`src/rtl/tlb_op_seq.sv`:
```
// Multi-cycle sequencer for TLBP/TLBR/TLBWI/TLBWR at m1s: one op at a time,
// IDLE -> SEARCH|READ|WRITE -> FINISH -> IDLE, with CP0 update and refetch strobes.
module tlb_op_seq #(
    parameter int TLBNUM = 16,
    parameter int IDXW   = 4
) (
    input  logic            clk,
    input  logic            reset,
    input  logic            m1s_valid,
    input  logic            m1s_ex,
    input  logic            m1s_inst_tlbp,
    input  logic            m1s_inst_tlbr,
    input  logic            m1s_inst_tlbwi,
    input  logic            m1s_inst_tlbwr,
    input  logic [31:0]     m1s_pc,
    input  logic            flush_in,
    input  logic [IDXW-1:0] cp0_index,
    input  logic [IDXW-1:0] cp0_random,
    input  logic            tlb_s_found,
    input  logic [IDXW-1:0] tlb_s_index,
    output logic            op_stall,
    output logic            tlb_s_req,
    output logic            tlb_r_req,
    output logic [IDXW-1:0] tlb_r_index,
    output logic            tlb_we,
    output logic [IDXW-1:0] tlb_w_index,
    output logic            cp0_tlbp_we,
    output logic            cp0_tlbp_found,
    output logic [IDXW-1:0] cp0_tlbp_index,
    output logic            cp0_tlbr_we,
    output logic            refetch_flush,
    output logic [31:0]     refetch_pc,
    output logic [2:0]      dbg_state
);

    // Handshake: m1s_valid qualifies the op bits; m1s holds the instruction
    // (valid, op bits, pc) stable for every cycle op_stall is high.

    if (TLBNUM != (1 << IDXW)) begin : g_bad_cfg
        $error("tlb_op_seq: TLBNUM must equal 2**IDXW");
    end

    localparam logic [2:0] ST_IDLE   = 3'd0;
    localparam logic [2:0] ST_SEARCH = 3'd1;
    localparam logic [2:0] ST_READ   = 3'd2;
    localparam logic [2:0] ST_WRITE  = 3'd3;
    localparam logic [2:0] ST_FINISH = 3'd4;

    localparam logic [2:0] OP_NONE  = 3'd0;
    localparam logic [2:0] OP_TLBP  = 3'd1;
    localparam logic [2:0] OP_TLBR  = 3'd2;
    localparam logic [2:0] OP_TLBWI = 3'd3;
    localparam logic [2:0] OP_TLBWR = 3'd4;

    logic [2:0]      state_q, state_d;
    logic [2:0]      op_q, op_d;
    logic [31:0]     pc_q, pc_d;
    logic [IDXW-1:0] idx_q, idx_d;

    logic [2:0]      op_sel;
    logic [IDXW-1:0] idx_sel;
    logic            any_op;
    logic            start;
    logic            busy;
    logic            fin_live;

    assign any_op = m1s_inst_tlbp | m1s_inst_tlbr | m1s_inst_tlbwi | m1s_inst_tlbwr;
    assign start  = (state_q == ST_IDLE) & m1s_valid & ~m1s_ex & ~flush_in & any_op;

    always_comb begin
        op_sel = OP_NONE;
        if (m1s_inst_tlbp) begin
            op_sel = OP_TLBP;
        end else if (m1s_inst_tlbr) begin
            op_sel = OP_TLBR;
        end else if (m1s_inst_tlbwi) begin
            op_sel = OP_TLBWI;
        end else if (m1s_inst_tlbwr) begin
            op_sel = OP_TLBWR;
        end
    end

    // Random is sampled only here, so a later Random tick cannot move a TLBWR.
    assign idx_sel = (op_sel == OP_TLBWR) ? cp0_random : cp0_index;

    always_comb begin
        state_d = state_q;
        op_d    = op_q;
        pc_d    = pc_q;
        idx_d   = idx_q;
        case (state_q)
            ST_IDLE: begin
                if (start) begin
                    op_d  = op_sel;
                    pc_d  = m1s_pc;
                    idx_d = idx_sel;
                    case (op_sel)
                        OP_TLBP: state_d = ST_SEARCH;
                        OP_TLBR: state_d = ST_READ;
                        default: state_d = ST_WRITE;
                    endcase
                end
            end
            ST_SEARCH, ST_READ, ST_WRITE: state_d = ST_FINISH;
            ST_FINISH:                    state_d = ST_IDLE;
            default:                      state_d = ST_IDLE;
        endcase
        if (flush_in && (state_q != ST_IDLE)) begin
            state_d = ST_IDLE;
        end
    end

    always_ff @(posedge clk) begin
        if (reset) begin
            state_q <= ST_IDLE;
            op_q    <= OP_NONE;
            pc_q    <= 32'd0;
            idx_q   <= '0;
        end else begin
            state_q <= state_d;
            op_q    <= op_d;
            pc_q    <= pc_d;
            idx_q   <= idx_d;
        end
    end

    assign busy     = (state_q == ST_SEARCH) | (state_q == ST_READ) | (state_q == ST_WRITE);
    assign fin_live = (state_q == ST_FINISH) & ~flush_in;

    assign op_stall = start | (busy & ~flush_in);

    // TLB port strobes follow the state even under flush: a started write completes.
    assign tlb_s_req   = (state_q == ST_SEARCH);
    assign tlb_r_req   = (state_q == ST_READ);
    assign tlb_r_index = tlb_r_req ? idx_q : '0;
    assign tlb_we      = (state_q == ST_WRITE);
    assign tlb_w_index = tlb_we ? idx_q : '0;

    assign cp0_tlbp_we    = fin_live & (op_q == OP_TLBP);
    assign cp0_tlbp_found = cp0_tlbp_we & tlb_s_found;
    assign cp0_tlbp_index = cp0_tlbp_we ? tlb_s_index : '0;

    assign cp0_tlbr_we   = fin_live & (op_q == OP_TLBR);
    assign refetch_flush = fin_live & ((op_q == OP_TLBR) | (op_q == OP_TLBWI) | (op_q == OP_TLBWR));

    // pc_q holds the raw m1s PC so that a reset value of 0 shows as a target of 4.
    assign refetch_pc = pc_q + 32'd4;
    assign dbg_state  = state_q;

endmodule

```
`config.mk`:
```
export PLATFORM = sky130hd
export DESIGN_NAME = tlb_op_seq
export DESIGN_NICKNAME = d
export VERILOG_FILES = /design/src/rtl/tlb_op_seq.sv
export SDC_FILE = /design/constraint.sdc
export NUM_CORES = 1
export LEC_CHECK = 0
export CORE_MARGIN = 2
export CORE_UTILIZATION = 41
export DETAILED_ROUTE_END_ITERATION = 16
export PLACE_DENSITY_LB_ADDON = 0.08
export SYNTH_ARGS = -nofsm -noshare
export SYNTH_HDL_FRONTEND = slang
export SYNTH_SLANG_ARGS = --single-unit
```
`constraint.sdc`:
```
create_clock -name clk -period 1.85 [get_ports clk]
set_input_delay 0.185 -clock clk [delete_from_list [all_inputs] [get_ports clk]]
set_output_delay 0.185 -clock clk [all_outputs]
set_load 0.005 [all_outputs]
```
==> reports/qor.csv <==
metric,value,unit
outcome,"finished, violations left",
violations,negative setup slack,
grt_pass1_wl,13.1,mm
layout_commonest_cell,nand2_1,
regArea,863,um^2
ant_nets,0,
htreeDepth,2,
crit_chain,nand4_1 -> or4_4 -> buf_6 -> buf_6 -> nor4_4 -> xor2_1 -> buf_2,
dieArea,6220,um^2
worst-setup-path-type,reg -> out,
end_kind,output port,
async_flop_share,0,%
n_fill_cell,359,
regToRegSetupSlack,0.29,ns
period_minus_slack,2.34,ns
grt_pass1_vias,2843,
wl,8.65,mm
clockBufferDepth,2,
worst_slew_pin_slew,0.354,ns
reg2reg_from,dbg_state[0],
crit_family,simple AND/OR/NAND/NOR gates,
syn_area_per_cell,7.44,um^2
cts.sinks,42,
synth_simple_gate_area_share,34.2,%
first_pass_iters,4,
port_buffers,108,
clockRootBuffer,clkbuf_8,
place_hpwl,4.98,mm
syn_area,2300,um^2
synthAdderAreaFrac,0.544,%
synth.ff_latch_count,42,
power_density,451,nW/um^2
n_antenna_cell,0,
finClkSkew,0.00963,ns
synth_compound_area_share,12.0,%
die_h,78.9,um
setup_violations,22,
holdPathEnd,pc_q[21],
cp_data_required_time,1.66,ns
ios,109,
cpPeakStageDelay,0.57,ns
clk_pin_slew,0.08,ns
layout_setup_ws,-0.488,ns
seq_area_frac_synth,36.6,%
synth-edff-count,0,
hp-start,m1s_pc[21],
slowest_stage,or4_4,
pre_cts_ws,-0.371,ns
rsz0062_at_grt,yes,
reg2regPathDepth,7,
worstPathMaxFanout,4,
grtUsageTotal,26.2,%
cts_buffers,5,
synth.distinct_cells,37,
synthMuxAreaShare,0,%
synth_cells,309,
fp.dieW,78.9,um
place.gp.congestion,0.847,
std_cell_rows,27,
area_growth,92.3,%
synth.yosys.warnings,0,
syn_nets,364,
post_dp_cell_area,3810,um^2
grt_antenna_before_repair,0,
min_path_cells,3,
layout.nets,544,
multi_input_area,1630,um^2
hp-class,in -> reg,
finalHoldViolations,0,
layout_common_cells,"80 x nand2_1, 66 x clkdlybuf4s50_1, 63 x buf_4",
ys.flop_type,dfxtp_1,
post_drt_wl_per_cell,15.4,um
cp.arrival,2.15,ns
cts.hold.buffers_added,0,
core-area,5470,um^2
grt_max_degree,34,
clock_latency,0.28,ns
critPathBufInv,3,
crit_top_cell,buf_6,
synth-xor-area-share,10.7,%
initial_utilization,42.0,%
num_vias,2824,
stdcell_area,4420,um^2
p_leak,2.15,nW
fin_crit_sh,126,%
drc,0,
vias_per_cell,5.02,
cp-start-kind,register,
synth_top_family_by_area,simple AND/OR/NAND/NOR gates,
r2r-end,pc_q[14],
grt_overflow_total,0,
vdd_drop_max,698,uV
drv_slew,0,
relSlewSlack,76.4,%
fmax,428,MHz
cts_tree,done,
maxCapViolCount,0,
layout-drive-gt1-share,35.7,%
first_iter_violations,147,
[power breakdown]
| group | internal [mW] | switching, mW |
|---|---|---|
| combinational | 0.211 | 0.146 |
| clock | 0.377 | 0.301 |
| sequential | 0.933 | 0.0250 |
| total | 1.52 | 0.472 |
[tightest hold or removal path: cells and delay by family]
family | cells | cell delay (ns)
AOI/OAI and AO/OA | 1 | 0.05
buffers and inverters | 1 | 0.40
and+or+nand+nor | 1 | 0.06
[routing by layer]
metal | global-route usage (%) | part of all wire, %
met1 | 31.6 | 41
met2 | 47.6 | 52
met3 | 5.23 | 6.0
met4 | 6.72 | 1.4
met5 | 0 | 0
[Yosys cell counts (4+ instances only)]
cell type  count  share of area [%]
and2_1        15                4.1
a311oi_1       5                1.9
nor3_2         4                1.7
nor2_1        17                2.8
xor2_1        17                6.5
buf_2          7                1.5
nand2_1       80                 13
inv_1         11                1.8
a21oi_1       37                8.1
nor3_1        10                2.2
nand3_1       10                2.2
xnor2_1       11                4.2
clkbuf_1      10                1.6
dfxtp_1       42                 37
nand4_1        4                1.1
[kinds of logic after synthesis]
group,count (synthesis)
buffers and inverters,31
adders and majority gates,1
xor gates and xnor gates,28
AOI/OAI and AO/OA,47
and+or+nand+nor,160
DFF,42
[area by class of cell]
cell class / instances / area share [%]
Clock buffer: 8 / 2.49
Inverter: 11 / 0.934
Multi-Input combinational cell: 236 / 36.8
Sequential cell: 42 / 19.5
Tap cell: 72 / 2.04
Timing Repair Buffer: 193 / 38.2
[how the worst max path moves through the flow]
stage	start	end	slack, ns	cells after the start
floorplan	pc_q[2]	refetch_pc[30]	0.07	6
global placement	pc_q[17]	refetch_pc[31]	-0.35	6
detailed placement	pc_q[16]	refetch_pc[30]	-0.37	5
CTS	pc_q[17]	refetch_pc[31]	-0.36	7
global route	pc_q[17]	refetch_pc[31]	-0.56	7
finish	pc_q[17]	refetch_pc[31]	-0.49	7
[through the flow]
step / util, % / std cells / TNS (ns) / hold WS [ns] / power [mW]
after floorplan: - / 309 / 0 / 0.257 / 1.09
after global placement: 69.6 / 527 / -11.36 / 0.443 / 1.32
after detailed placement: 69.6 / 527 / -12.79 / 0.448 / 1.33
after CTS: 77.5 / 554 / -4.65 / 0.431 / 1.99
after global routing: 80.8 / 562 / -7.57 / 0.443 / 2.07
final: 80.8 / 562 / -5.62 / 0.440 / 1.99
[registers in the layout, indices dropped and copies added (netlist names)]
register,flops
idx_q,4
pc_q,32
dbg_state,3
op_q,3
[what timing repair did]
action                     CTS  global route
setup endpoints to repair   40            31
setup buffers               19            11
gates resized for setup    186            40
pin swaps                   35            28
Power figures use the tool's default switching activity.
